--- src/rtl/div_pkg.sv ---
// Shared types and sizing for the shift/subtract divider and its controller.
// Pure declarations: no logic, no latency, no backpressure.
package div_pkg;

   localparam int DEF_N = 8;

   typedef enum logic [1:0] {
      S_IDLE = 2'd0,
      S_LOAD = 2'd1,
      S_CALC = 2'd2,
      S_DONE = 2'd3
   } state_t;

   // Step counter only has to reach N-1, so $clog2(N) bits suffice for N >= 2.
   function automatic int cnt_width(input int n);
      return (n < 2) ? 1 : $clog2(n);
   endfunction

   localparam int DEF_KW = cnt_width(DEF_N);

endpackage

--- src/rtl/divider_control.sv ---
// Divider sequencer: IDLE -> LOAD -> CALC x N -> DONE, or LOAD -> DONE on divide-by-zero.
// Moore strobes registered alongside the state; start is honoured only in IDLE, no stalls.
module divider_control
   import div_pkg::*;
(
   input  logic   clk,
   input  logic   rst,
   input  logic   st,
   input  logic   dz_in,
   input  logic   last,
   output state_t state,
   output logic   idle,
   output logic   load,
   output logic   sh,
   output logic   sub,
   output logic   done
);

   always_ff @(posedge clk) begin
      if (rst) begin
         state <= S_IDLE;
         idle  <= 1'b1;
         load  <= 1'b0;
         sh    <= 1'b0;
         sub   <= 1'b0;
         done  <= 1'b0;
      end else begin
         case (state)
            S_IDLE: begin
               if (st) begin
                  state <= S_LOAD;
                  idle  <= 1'b0;
                  load  <= 1'b1;
                  sh    <= 1'b0;
                  sub   <= 1'b0;
                  done  <= 1'b0;
               end else begin
                  state <= S_IDLE;
                  idle  <= 1'b1;
                  load  <= 1'b0;
                  sh    <= 1'b0;
                  sub   <= 1'b0;
                  done  <= 1'b0;
               end
            end
            S_LOAD: begin
               // A zero divisor skips the iteration entirely.
               if (dz_in) begin
                  state <= S_DONE;
                  idle  <= 1'b0;
                  load  <= 1'b0;
                  sh    <= 1'b0;
                  sub   <= 1'b0;
                  done  <= 1'b1;
               end else begin
                  state <= S_CALC;
                  idle  <= 1'b0;
                  load  <= 1'b0;
                  sh    <= 1'b1;
                  sub   <= 1'b1;
                  done  <= 1'b0;
               end
            end
            S_CALC: begin
               if (last) begin
                  state <= S_DONE;
                  idle  <= 1'b0;
                  load  <= 1'b0;
                  sh    <= 1'b0;
                  sub   <= 1'b0;
                  done  <= 1'b1;
               end else begin
                  state <= S_CALC;
                  idle  <= 1'b0;
                  load  <= 1'b0;
                  sh    <= 1'b1;
                  sub   <= 1'b1;
                  done  <= 1'b0;
               end
            end
            default: begin
               state <= S_IDLE;
               idle  <= 1'b1;
               load  <= 1'b0;
               sh    <= 1'b0;
               sub   <= 1'b0;
               done  <= 1'b0;
            end
         endcase
      end
   end

endmodule

--- src/rtl/shift_sub_divider.sv ---
// Unsigned restoring divider, one quotient bit per clock; done N+2 cycles after start (2 on /0).
// No backpressure: results hold in IDLE until the next LOAD, start is ignored while busy.
module shift_sub_divider
   import div_pkg::*;
#(
   parameter int N = DEF_N
) (
   input  logic         clk,
   input  logic         rst,
   input  logic         st,
   input  logic [N-1:0] dividend,
   input  logic [N-1:0] divisor,
   output logic [N-1:0] quotient,
   output logic [N-1:0] remainder,
   output logic         dz,
   output logic         idle,
   output logic         load,
   output logic         sh,
   output logic         sub,
   output logic         done
);

   localparam int KW = cnt_width(N);

   state_t        state;
   logic [N:0]    r;
   logic [N-1:0]  q;
   logic [N-1:0]  d;
   logic [KW-1:0] k;
   logic          dz_r;
   logic          divisor_zero;
   logic          last;

   logic [N:0]    r_sh;
   logic [N-1:0]  q_sh;
   logic [N+1:0]  diff;
   logic          borrow;

   assign divisor_zero = (divisor == '0);
   assign last         = (k == KW'(N - 1));

   divider_control u_ctrl (
      .clk   (clk),
      .rst   (rst),
      .st    (st),
      .dz_in (divisor_zero),
      .last  (last),
      .state (state),
      .idle  (idle),
      .load  (load),
      .sh    (sh),
      .sub   (sub),
      .done  (done)
   );

   // Trial subtract one bit wider than R so the top bit is the borrow.
   always_comb begin
      r_sh   = {r[N-1:0], q[N-1]};
      q_sh   = {q[N-2:0], 1'b0};
      diff   = {1'b0, r_sh} - {2'b00, d};
      borrow = diff[N+1];
   end

   always_ff @(posedge clk) begin
      if (rst) begin
         r    <= '0;
         q    <= '0;
         d    <= '0;
         k    <= '0;
         dz_r <= 1'b0;
      end else begin
         case (state)
            S_LOAD: begin
               d    <= divisor;
               k    <= '0;
               dz_r <= divisor_zero;
               // Divide-by-zero goes straight to DONE, so its result is written here.
               if (divisor_zero) begin
                  q <= '1;
                  r <= {1'b0, dividend};
               end else begin
                  q <= dividend;
                  r <= '0;
               end
            end
            S_CALC: begin
               k <= k + 1'b1;
               if (borrow) begin
                  r <= r_sh;
                  q <= q_sh;
               end else begin
                  r <= diff[N:0];
                  q <= {q_sh[N-1:1], 1'b1};
               end
            end
            default: begin
            end
         endcase
      end
   end

   assign quotient  = q;
   assign remainder = r[N-1:0];
   assign dz        = dz_r;

endmodule
--- config.mk ---
export PLATFORM = sky130hd
export DESIGN_NAME = shift_sub_divider
export DESIGN_NICKNAME = d
export VERILOG_FILES = /design/src/rtl/div_pkg.sv /design/src/rtl/divider_control.sv /design/src/rtl/shift_sub_divider.sv
export SDC_FILE = /design/constraint.sdc
export NUM_CORES = 1
export LEC_CHECK = 0
export ABC_CLOCK_PERIOD_IN_PS = 4700
export BUFFER_PORTS_ARGS = -buffer_cell sky130_fd_sc_hd__buf_2
export CAP_MARGIN = 20
export CORE_ASPECT_RATIO = 0.75
export CORE_MARGIN = 2
export CORE_UTILIZATION = 55
export CTS_CLUSTER_SIZE = 8
export DETAILED_ROUTE_END_ITERATION = 12
export PLACE_DENSITY = 0.85
export SLEW_MARGIN = 20
export SYNTH_ARGS = -nofsm -noshare
export SYNTH_HDL_FRONTEND = slang
export SYNTH_SLANG_ARGS = --single-unit
--- constraint.sdc ---
create_clock -name clk -period 4.7 [get_ports clk]
set_clock_uncertainty 0.05 [all_clocks]
set_input_delay 0.47 -clock clk [delete_from_list [all_inputs] [get_ports clk]]
set_output_delay 0.47 -clock clk [all_outputs]
set_load 0.01 [all_outputs]
Word-level counts from Yosys, hierarchy flattened
Index checks and enable logic that the tools add are counted.
Widths: inputs -> output; s select.
{"block": "classes", "addsub": 2, "eq_ne": 3, "muxes": 20, "bitwise_logic": 1, "reduce_logical": 5}
{"operator": "$pmux 8 s2", "n": 2}
{"operator": "$mux 8", "n": 3}
{"operator": "$mux 1", "n": 10}
{"operator": "$sub 9x8->10", "n": 1}
{"operator": "$logic_not 8->1", "n": 1}
{"operator": "$pmux 1 s2", "n": 3}
{"operator": "$pmux 2 s3", "n": 1}
{"operator": "$pmux 3 s2", "n": 1}
{"operator": "$reduce_or 2->1", "n": 2}
{"operator": "$add 3x1->3 const B", "n": 1}
{"operator": "$eq 3x3->1 const B", "n": 1}
{"operator": "$eq 2x1->1 const B", "n": 1}
{"operator": "$eq 2x2->1 const B", "n": 1}
{"operator": "$logic_not 2->1", "n": 1}
{"operator": "$reduce_bool 2->1", "n": 1}
{"operator": "$not 1->1", "n": 1}
{"block": "totals", "ff_bits": 34, "inputBits": 19, "output_inout_bits": 22, "elab_cells": 41}

Longest topological paths before layout
Gate-level depths: netlist of the first run.
{"block": "logic_depth", "word_depth": 3, "ltp_mapped": 9, "ltp_nobuf": 9}

Cells and area by module
From an unflattened synthesis of the first run, not the netlist that was laid out.
{"block": "hier_totals", "cells_unflattened": 219, "area_unflattened_um2": 1964.4}
{"mod": "shift_sub_divider", "n_inst": 1, "cells_per_inst": 195, "area_per_inst_um2": 1704.1, "seq_area_each_um2": 560.5}
{"mod": "divider_control", "n_inst": 1, "cells_per_inst": 24, "area_per_inst_um2": 260.2, "seq_area_each_um2": 120.1}

Worst setup path before layout of the first run
No wires, ideal clock.
{"block": "synth_timing", "kind": "reg2reg", "from": "register r[4]", "to": "register r[0]", "setup_ns": 0.086, "arrival_ns": 2.062, "required_time_ns": 4.564, "path_slack_ns": 2.502, "path_stages_with_launch": 8, "n_path_buf": 1, "period_less_slack_ns": 2.198, "cell_sequence": "dfxtp_1 -> ha_1 -> and3_1 -> a221o_1 -> a21o_1 -> buf_6 -> a211o_1 -> a221oi_2"}
{"block": "synth_between", "elab_chain_len": 3}
{"element": "from (decl)", "line": "shift_sub_divider.sv:26", "source": "logic [N:0] r;"}
{"element": "from (signal assigned)", "line": "shift_sub_divider.sv:80", "source": "r <= {1'b0, dividend};"}
{"element": "from (signal assigned)", "line": "shift_sub_divider.sv:89", "source": "r <= r_sh;"}
{"element": "from (signal assigned)", "line": "shift_sub_divider.sv:92", "source": "r <= diff[N:0];"}
{"element": "$sub 9x8->10", "line": "shift_sub_divider.sv:60", "source": "diff = {1'b0, r_sh} - {2'b00, d};"}
{"element": "$mux 8", "line": "shift_sub_divider.sv:88", "source": "if (borrow) begin"}
{"element": "$pmux 8 s2", "line": "shift_sub_divider.sv:72", "source": "case (state)"}
No other way between the ends.
A chain may end at the register's enable or synchronous reset.

Worst setup path in the final report of the first run
{"block": "layout_timing", "from": "register u_ctrl.state[0]", "to": "register r[1]"}
{"block": "layout_between", "elab_chain_len": 2, "elab_cells_between_ends": 4, "cone_classes": "2 x eq/ne; 1 x mux; 1 x reduce/logical"}
{"element": "from (decl)", "line": "divider_control.sv:11", "source": "output state_t state,"}
{"element": "from (signal assigned)", "line": "divider_control.sv:21", "source": "state <= S_IDLE;"}
{"element": "from (signal assigned)", "line": "divider_control.sv:31", "source": "state <= S_LOAD;"}
{"element": "from (signal assigned)", "line": "divider_control.sv:38", "source": "state <= S_IDLE;"}
{"element": "$eq 2x2->1 or $eq 2x1->1 (tied branches)", "line": "shift_sub_divider.sv:72"}
{"element": "$pmux 8 s2 or $reduce_bool 2->1 (tied branches)"}
Parallel ways exist; a longest one is shown, timed or not.

==> results of run 1 <==
layout make-up:
type                       instances  area [µm²]
tap                               40        50.0
multi-input combinational        162        1120
clock buffer                       7        86.3
inverter                          16        60.1
clock inverter                     1        5.00
timing repair buffer              40         200
fill                             300        1110
sequential                        34         681
layer usage:
metal / track usage / part of all wire / vias to the layer above
met1: 0.365 / 0.47 / 819
met4: 0.0629 / 0.011 / 0
met2: 0.375 / 0.44 / 73
met3: 0.0779 / 0.074 / 8
met5: 0 / 0 / -
li1: - / - / 880
per-stage QoR:
stage / setup slack (ps) / power (mW) / cell area, µm² / utilization
after floorplan: 2500 / 0.598 / 1910 / -
after detailed placement: 2020 / 0.670 / 2110 / 0.638
after global routing: 1750 / 0.950 / 2200 / 0.665
after global placement: 2190 / 0.659 / 2110 / 0.638
final: 2020 / 0.893 / 2200 / 0.665
after CTS: 2030 / 0.891 / 2200 / 0.665
power breakdown:
group | switching (mW) | internal [mW] | total (mW)
clock | 0.104 | 0.118 | 0.222
sequential | 0.0233 | 0.314 | 0.338
combinational | 0.199 | 0.133 | 0.333
critical path: cells and delay by family (launching register included):
kind / cells / cell delay (ps)
fa+ha+maj: 1 / 740
compound gates: 2 / 570
flops: 1 / 360
simple gates: 1 / 80
buf+inv: 2 / 740
state kept, by name (all words and copies together), names as in the netlist, 2 cells and up:
signal	cells
quotient	8
r	8
d	8
u_ctrl.state	2
k	3
cell families after synthesis:
logic type | synth area share
AND/OR/NAND/NOR | 0.182
XOR/XNOR | 0.00918
multiplexers | 0.0681
AO/OA/AOI/OAI | 0.225
buffers and inverters | 0.0570
flip-flops | 0.356
adder cells (fa/ha/maj) | 0.102
layout by cell type, fill, tap and decap left out, drive strengths merged, types with 2 or more instances in the layout:
master / count
buf: 40
a31oi: 4
nor4: 2
clkinv: 2
and3: 2
ha: 14
a21o: 5
or3: 6
xor2: 2
o221ai: 8
mux2i: 13
nand3: 3
a211oi: 7
or4: 3
o21ai: 4
nand2: 17
a221oi: 4
inv: 15
dfxtp: 34
a21oi: 21
nand2b: 3
nor3: 3
clkbuf: 7
nor2: 30
path summary, 6_finish.rpt:
check	startpoint	endpoint	slack (ps)
worst max-delay path	u_ctrl.state[0]	r[1]	2020
worst max register to register	u_ctrl.state[0]	r[1]	2020
worst min-delay path	divisor[7]	d[7]	380
worst min register to register	k[1]	k[1]	420
==> metrics.txt, run 1 <==
status completed; hold_buf cts 0; die height 55.0 µm; FP Rows 18; via count 1,780; post-synthesis async set-or-reset flop share 0; IO buf count 40; RSZ-0062 raised after global routing false; first-pass GRT wire length 7.55 mm; worst path cell trace inv_1 -> ha_1 -> clkinv_1 -> a21o_1 -> a211oi_1 -> nor4_1; Reg clk slew, reported paths 70 ps; CP Launch Type flop; max cap viols 0; latest clock arrival within the worst-skew pair 290 ps; Via density 5.93; relative slew slack 0.540; Starting Density 0.577; n_diodes 0; Data required, critical path 4800 ps; dominant cell type by area after synthesis dfxtp_1; Finished Layout Cells 300; Synth-to-Final Area Change 15.3%; initial antenna violation count 0; number of synthesized flops with an enable pin 0; clock tree from TritonCTS done; fraction of layout cells with a size suffix above 1 0.215; count leader, synth dfxtp_1; number of CTS-inserted buffers 5; Worst path slowest cell ha_1; most frequent cells after synthesis 34 x dfxtp_1, 29 x nor2_1, 21 x a21oi_1; Placed Instances 292; Final Max Slew Viols 0; # clock sinks 34; slowest stage delay, CP 740 ps; slew at the pin with the worst max-slew slack 690 ps; post-synthesis sequential area ratio 0.356; Syn Nets 256; library cells used by synthesis 44; Synth area leaders dfxtp_1 36%, ha_1 9.2%, mux2i_1 6.8%; Routed Wire Length 4.60 mm; setup violators final 0; synth warn 0; Pwr Density 405 nW/µm²; worst hold slack 383 ps; R2R depth 6; min-delay worst type in -> reg; minimum clock period 2680 ps; DRT Pass-1 Iters 4; Mean Syn Cell Area 8.60 µm²; CP arrival 2780 ps; area of the core 3310 µm²; Worst Hold Depth 3; LEAKAGE 0.947 nW; largest net degree at the start of global routing 33; initial DRC count 119; period utilization 0.570; Peak VDD IR 0.284 mV; grt total ovfl 0; drt drc 0; Root Driver clkbuf_8; H-tree depth 2; ANT nets after route 0; Die Width 72.0 µm; synthesized cell area 1910 µm²; GPL Wtd Cong 0.831; vias in the first global route 1,578; post-synth top area share 0.356; Synth Flop Type dfxtp_1; die area 3960 µm²; I/O pin total 41; CTS max path bufs 2; type of destination of the critical path flop; setup bufs post-CTS 0; cell count after synthesis 222; Final Hold Viols 0; crit path kind reg -> reg; CP max FO 24; Seq cells post-synth 34; Resize count post-CTS 0; Total Nets Final 293; DR WL/cell 15.3 µm; Max Fclk 373 MHz; DP HPWL 3.42 mm; Fin Setup TNS 0 ps; total track usage 0.255
(Power assumes the default switching activity.)
==> run 2, diff against run 1 <==
--- a/config.mk
+++ b/config.mk
@@ -5,15 +5,16 @@
 export SDC_FILE = /design/constraint.sdc
 export NUM_CORES = 1
 export LEC_CHECK = 0
-export ABC_CLOCK_PERIOD_IN_PS = 4700
+export ABC_AREA = 1
+export ABC_CLOCK_PERIOD_IN_PS = 2400
 export BUFFER_PORTS_ARGS = -buffer_cell sky130_fd_sc_hd__buf_2
 export CAP_MARGIN = 20
 export CORE_ASPECT_RATIO = 0.75
 export CORE_MARGIN = 2
-export CORE_UTILIZATION = 55
+export CORE_UTILIZATION = 49
 export CTS_CLUSTER_SIZE = 8
 export DETAILED_ROUTE_END_ITERATION = 12
-export PLACE_DENSITY = 0.85
+export PLACE_DENSITY = 0.81
 export SLEW_MARGIN = 20
 export SYNTH_ARGS = -nofsm -noshare
 export SYNTH_HDL_FRONTEND = slang
==> constraint.sdc (replaced) <==
create_clock -name clk -period 2.4 [get_ports clk]
set_clock_uncertainty 0.05 [all_clocks]
set_input_delay 0.24 -clock clk [delete_from_list [all_inputs] [get_ports clk]]
set_output_delay 0.24 -clock clk [all_outputs]
set_load 0.01 [all_outputs]
==> metrics.txt, run 2 <==
CTS max path bufs 2 (unchanged); setup violators final 0 (unchanged); most frequent cells after synthesis 44 x nand2_1, 34 x dfxtp_1, 33 x inv_1 (was 34 x dfxtp_1, 29 x nor2_1, 21 x a21oi_1); min-delay worst type in -> reg (unchanged); largest net degree at the start of global routing 24 (was 33); post-synthesis async set-or-reset flop share 0 (unchanged); Worst Hold Depth 3 (unchanged); setup bufs post-CTS 0 (unchanged); max cap viols 0 (unchanged); DRT Pass-1 Iters 5 (was 4); Reg clk slew, reported paths 70 ps (about the same); fraction of layout cells with a size suffix above 1 0.211 (was 0.215); status completed (unchanged); Root Driver clkbuf_8 (unchanged); die height 58.0 µm (was 55.0 µm); Seq cells post-synth 34 (unchanged); first-pass GRT wire length 7.64 mm (was 7.55 mm); type of destination of the critical path flop (unchanged); Synth area leaders dfxtp_1 36%, ha_1 9.2%, nand2_1 8.7% (was dfxtp_1 36%, ha_1 9.2%, mux2i_1 6.8%); H-tree depth 2 (unchanged); Mean Syn Cell Area 7.33 µm² (was 8.60 µm²); synthesized cell area 1910 µm² (about the same); synth warn 0 (unchanged); Peak VDD IR 0.398 mV (was 0.284 mV); vias in the first global route 1,636 (was 1,578); Fin Setup TNS 0 ps (unchanged); FF-to-FF End r[5] (was r[1]); DP HPWL 3.37 mm (was 3.42 mm); LEAKAGE 1.07 nW (was 0.947 nW); die area 4410 µm² (was 3960 µm²); number of synthesized flops with an enable pin 0 (unchanged); r2r startpoint r[3] (was u_ctrl.state[0]); grt peak-use layer met2 (unchanged); ANT nets after route 0 (unchanged); via count 1,829 (was 1,780); met1 usage 0.313 (was 0.365); Pwr Density 805 nW/µm² (was 405 nW/µm²); Die Width 76.0 µm (was 72.0 µm); Syn Nets 294 (was 256); latest clock arrival within the worst-skew pair 290 ps (about the same); post-route cell area 2230 µm² (was 2200 µm²); library cells used by synthesis 34 (was 44); area of the core 3680 µm² (was 3310 µm²); R2R setup slack 380 ps (was 2020 ps); clock tree from TritonCTS done (unchanged); n_diodes 0 (unchanged); area taken by multi-input logic gates 1040 µm² (was 1120 µm²); post-synthesis sequential area ratio 0.357 (was 0.356); initial DRC count 78 (was 119); Fill cells 348 (was 300); count leader, synth nand2_1 (was dfxtp_1); dominant cell type by area after synthesis dfxtp_1 (unchanged); total track usage 0.221 (was 0.255); slew at the pin with the worst max-slew slack 594 ps (was 690 ps); Resize count post-CTS 0 (unchanged); CP max FO 15 (was 24); Final Max Slew Viols 0 (unchanged); CP arrival 2160 ps (was 2780 ps); Worst Setup SP r[3] (was u_ctrl.state[0]); crit path kind reg -> reg (unchanged); Final Hold Viols 0 (unchanged); M3 GR Usage 0.0576 (was 0.0779); RSZ-0062 raised after global routing false (unchanged); Register Area 681 µm² (unchanged); Routed Wire Length 4.53 mm (was 4.60 mm); FP Rows 19 (was 18); CP Capture Point r[5] (was r[1]); cell count after synthesis 260 (was 222); most frequent cells in the layout 44 x nand2_1, 40 x buf_2, 34 x dfxtp_1, 33 x inv_1, 29 x a21oi_1 (was 40 x buf_2, 34 x dfxtp_1, 29 x nor2_1, 21 x a21oi_1, 16 x nand2_1); R2R depth 10 (was 6); Synth Flop Type dfxtp_1 (unchanged); Starting Density 0.517 (was 0.577); Max Fclk 494 MHz (was 373 MHz); number of CTS-inserted buffers 5 (unchanged); GRT met2 Usage 0.323 (was 0.375); hold_buf cts 0 (unchanged); drt drc 0 (unchanged); I/O pin total 41 (unchanged); post-synth top area share 0.357 (was 0.356); minimum clock period 2020 ps (was 2680 ps); CP Launch Type flop (unchanged); Synth-to-Final Area Change 16.9% (was 15.3%); area post-placement 2130 µm² (was 2110 µm²); Via density 5.21 (was 5.93); Total Nets Final 332 (was 293); Data required, critical path 2540 ps (was 4800 ps); relative slew slack 0.603 (was 0.540); DR WL/cell 12.9 µm (was 15.3 µm); commonest non-fill, non-tap cell in the layout nand2_1 (was buf_2); grt total ovfl 0 (unchanged); GPL Wtd Cong 0.957 (was 0.831); Final Power 1.79 mW (was 0.893 mW); # clock sinks 34 (unchanged); period utilization 0.843 (was 0.570); initial antenna violation count 0 (unchanged); IO buf count 40 (unchanged)
run 2: worst max-delay path: stages (launching register included):
cell and delay (ps):
dfxtp_1 340, ha_1 370, nand2_1 90, nand2_1 60
inv_1 90, nand2_1 70, nand2_1 90, nand3_2 250
or2_2 360, nand3_1 90, a21oi_1 60
run 2: metrics by stage:
| stage | worst slack, ps | hold slack [ps] | util | instances |
|---|---|---|---|---|
| 2_1_floorplan | 703 | 339 | - | 260 |
| 3_3_place_gp | 483 | 405 | 0.579 | 343 |
| 3_5_place_dp | 407 | 413 | 0.579 | 343 |
| 4_1_cts | 402 | 153 | 0.605 | 351 |
| 5_1_grt | 188 | 160 | 0.605 | 351 |
| 6_report | 376 | 155 | 0.605 | 351 |
run 2: report_power, final:
| part | switching [mW] | internal [mW] |
|---|---|---|
| Sequential | 0.0473 | 0.626 |
| Combinational | 0.420 | 0.256 |
| Clock | 0.212 | 0.230 |
run 2: routing by layer:
metal  up-vias  share of wire
met4         0          0.019
met3        11          0.080
met1       813           0.50
met2        66           0.40
li1        939              -
met5         -              0
run 2: logic make-up after synthesis:
logic type / after synthesis / synth area share
adders and majority gates: 15 / 0.102
buffers and inverters: 45 / 0.0965
and+or+nand+nor: 86 / 0.196
AOI/OAI and AO/OA: 76 / 0.229
muxes: 1 / 0.00525
DFF: 34 / 0.357
xor gates and xnor gates: 3 / 0.0138
run 2: area by class of cell:
class / count / area share
multi-input combinational: 181 / 0.467
sequential: 34 / 0.305
timing repair buffer: 43 / 0.0999
inverter: 33 / 0.0556
clock buffer: 6 / 0.0371
tap: 52 / 0.0292
clock inverter: 2 / 0.00561
run 2: how the worst min path moves through the flow:
stage,slack [ps],start,endpoint
floorplan,340,divisor[0],d[0]
global placement,410,d[7],d[7]
detailed placement,410,k[2],k[2]
CTS,150,divisor[0],d[0]
global route,160,st,u_ctrl.load
finish,150,divisor[0],d[0]
==> run 3, diff against run 2 <==
--- a/config.mk
+++ b/config.mk
@@ -5,16 +5,16 @@
 export SDC_FILE = /design/constraint.sdc
 export NUM_CORES = 1
 export LEC_CHECK = 0
-export ABC_AREA = 1
-export ABC_CLOCK_PERIOD_IN_PS = 2400
+export ABC_AREA = 0
+export ABC_CLOCK_PERIOD_IN_PS = 2100
 export BUFFER_PORTS_ARGS = -buffer_cell sky130_fd_sc_hd__buf_2
 export CAP_MARGIN = 20
 export CORE_ASPECT_RATIO = 0.75
 export CORE_MARGIN = 2
-export CORE_UTILIZATION = 49
+export CORE_UTILIZATION = 54
 export CTS_CLUSTER_SIZE = 8
 export DETAILED_ROUTE_END_ITERATION = 12
-export PLACE_DENSITY = 0.81
+export PLACE_DENSITY = 0.84
 export SLEW_MARGIN = 20
 export SYNTH_ARGS = -nofsm -noshare
 export SYNTH_HDL_FRONTEND = slang
==> constraint.sdc (replaced) <==
create_clock -name clk -period 2.1 [get_ports clk]
set_clock_uncertainty 0.05 [all_clocks]
set_input_delay 0.21 -clock clk [delete_from_list [all_inputs] [get_ports clk]]
set_output_delay 0.21 -clock clk [all_outputs]
set_load 0.01 [all_outputs]
==> metrics.txt, run 3 (synthesis gave the netlist of run 1 again) <==
die height 55.5 µm (was 58.0 µm); largest net degree at the start of global routing 33 (was 24); Via density 5.85 (was 5.21); r2r startpoint d[7] (was r[3]); vias in the first global route 1,708 (was 1,636); grt total ovfl 0 (unchanged); drt drc 0 (unchanged); Worst Hold Depth 3 (unchanged); DR WL/cell 15.9 µm (was 12.9 µm); Root Driver clkbuf_8 (unchanged); worst path cell trace inv_1 -> ha_4 -> and3_4 -> a221o_1 -> a21o_4 -> a211o_1 -> a221oi_2 (was ha_1 -> nand2_1 -> nand2_1 -> inv_1 -> nand2_1 -> nand2_1 -> nand3_2 -> or2_2 -> nand3_1 -> a21oi_1); die area 4030 µm² (was 4410 µm²); Routed Wire Length 5.00 mm (was 4.53 mm); setup ws final 64.0 ps (was 376 ps); slew at the pin with the worst max-slew slack 670 ps (was 594 ps); DRT Pass-1 Iters 4 (was 5); pre-CTS worst setup slack -43.1 ps (was 407 ps); CP arrival 2190 ps (was 2160 ps); Finished Layout Cells 315 (was 351); via count 1,842 (was 1,829); relative slew slack 0.551 (was 0.603); area of the core 3330 µm² (was 3680 µm²); ANT nets after route 0 (unchanged); max cap viols 0 (unchanged); FF-to-FF End r[0] (was r[5]); period utilization 0.970 (was 0.843); LEAKAGE 1.04 nW (was 1.07 nW); Final Max Slew Viols 0 (unchanged); crit path kind reg -> reg (unchanged); setup violators final 0 (unchanged); first-pass GRT wire length 8.04 mm (was 7.64 mm); fin util 0.730 (was 0.605); Peak VDD IR 0.626 mV (was 0.398 mV); CP max FO 5 (was 15); min-delay worst type in -> reg (unchanged); I/O pin total 41 (unchanged); Register Area 688 µm² (was 681 µm²); Synth-to-Final Area Change 27.4% (was 16.9%); Placed Instances 308 (was 343); Min-Delay Startpoint divisor[6] (was divisor[0]); Reg clk slew, reported paths 70 ps (about the same); number of CTS-inserted buffers 5 (unchanged); Fill cells 263 (was 348); Starting Density 0.573 (was 0.517); area taken by multi-input logic gates 1220 µm² (was 1040 µm²); n_diodes 0 (unchanged); Data required, critical path 2260 ps (was 2540 ps); commonest non-fill, non-tap cell in the layout buf_2 (was nand2_1); most frequent cells in the layout 40 x buf_2, 29 x nor2_1, 28 x dfxtp_1, 20 x a21oi_1 (was 44 x nand2_1, 40 x buf_2, 34 x dfxtp_1, 33 x inv_1, 29 x a21oi_1); H-tree depth 2 (unchanged); initial antenna violation count 0 (unchanged); FP Rows 18 (was 19); clock tree from TritonCTS done (unchanged); R2R depth 7 (was 10); Final Hold Viols 0 (unchanged); CTS max path bufs 2 (unchanged); R2R setup slack 60 ps (was 380 ps); type of destination of the critical path flop (unchanged); GPL Wtd Cong 0.881 (was 0.957); CP Launch Type flop (unchanged); Max Fclk 491 MHz (was 494 MHz); IO buf count 40 (unchanged); DP HPWL 3.57 mm (was 3.37 mm); Pwr Density 924 nW/µm² (was 805 nW/µm²); WHS Endpoint d[6] (was d[0]); area post-placement 2280 µm² (was 2130 µm²); Fin Setup TNS 0 ps (unchanged); Worst path slowest cell a221o_1 (was ha_1); fraction of layout cells with a size suffix above 1 0.327 (was 0.211); slowest stage delay, CP 350 ps (was 370 ps); initial DRC count 110 (was 78); Die Width 72.7 µm (was 76.0 µm); status completed (unchanged); minimum clock period 2040 ps (was 2020 ps); total track usage 0.258 (was 0.221); Total Nets Final 310 (was 332); post-route cell area 2430 µm² (was 2230 µm²); latest clock arrival within the worst-skew pair 290 ps (about the same); # clock sinks 34 (unchanged)
==> run 3: cell count changes in the layout (fill, tap and decap cells not counted), moves of 7 or more <==
cell	before	now
nand3_1	15	3
a21oi_1	29	20
mux2i_1	1	13
nand2_1	44	16
o21ai_0	27	3
buf_4	3	16
nor2_1	16	29
o221ai_1	1	8
inv_1	33	15
==> run 3: layout make-up <==
cell class	count	share of cell area
Sequential cell	34	0.283
Multi-Input combinational cell	162	0.502
Clock buffer	6	0.0340
Tap cell	40	0.0206
Inverter	16	0.0247
Timing Repair Buffer	57	0.136
==> run 3: worst max-delay path, delay by kind of cell (launching register included) <==
kind            cells  cell delay [ps]
compound gates      4             1050
fa+ha+maj           1              230
buf+inv             1               70
flops               1              340
simple gates        1              210
==> run 3: worst max path at each step <==
stage | from | to | slack (ps) | depth (start not counted)
detailed placement | d[4] | r[1] | -40 | 8
finish | d[7] | r[0] | 60 | 7
floorplan | d[4] | r[0] | 3 | 8
CTS | d[7] | r[0] | 20 | 7
global placement | d[4] | r[0] | 70 | 7
global route | d[3] | r[0] | -3 | 7
==> run 3: layer usage <==
metal / vias to the layer above / GRT usage / wire (µm)
met4: 0 / 0.0979 / 122
met3: 14 / 0.0620 / 301
met5: - / 0 / 0
met1: 856 / 0.366 / 2320
met2: 62 / 0.378 / 2260
li1: 910 / - / -
==> run 3: what timing repair did <==
| item | 4_1_cts | 5_1_grt |
|---|---|---|
| hold buffers | 0 | 0 |
| buffers inserted | 1 | 0 |
| pin swaps | 0 | 7 |
| endpoints found under the setup margin | 2 | 9 |
| endpoints found under the hold margin | 0 | 0 |
| gates resized for setup | 3 | 8 |
==> run 3: power by group <==
part | internal [mW] | switching, mW
combinational | 0.481 | 0.521
sequential | 0.707 | 0.0523
clock | 0.253 | 0.235
total | 1.44 | 0.808
==> run 3: through the flow <==
stage	hold WS, ps	total power [mW]
floorplan	304	1.36
global placement	402	1.62
detailed placement	409	1.65
CTS	118	2.18
global route	136	2.38
finish	121	2.25
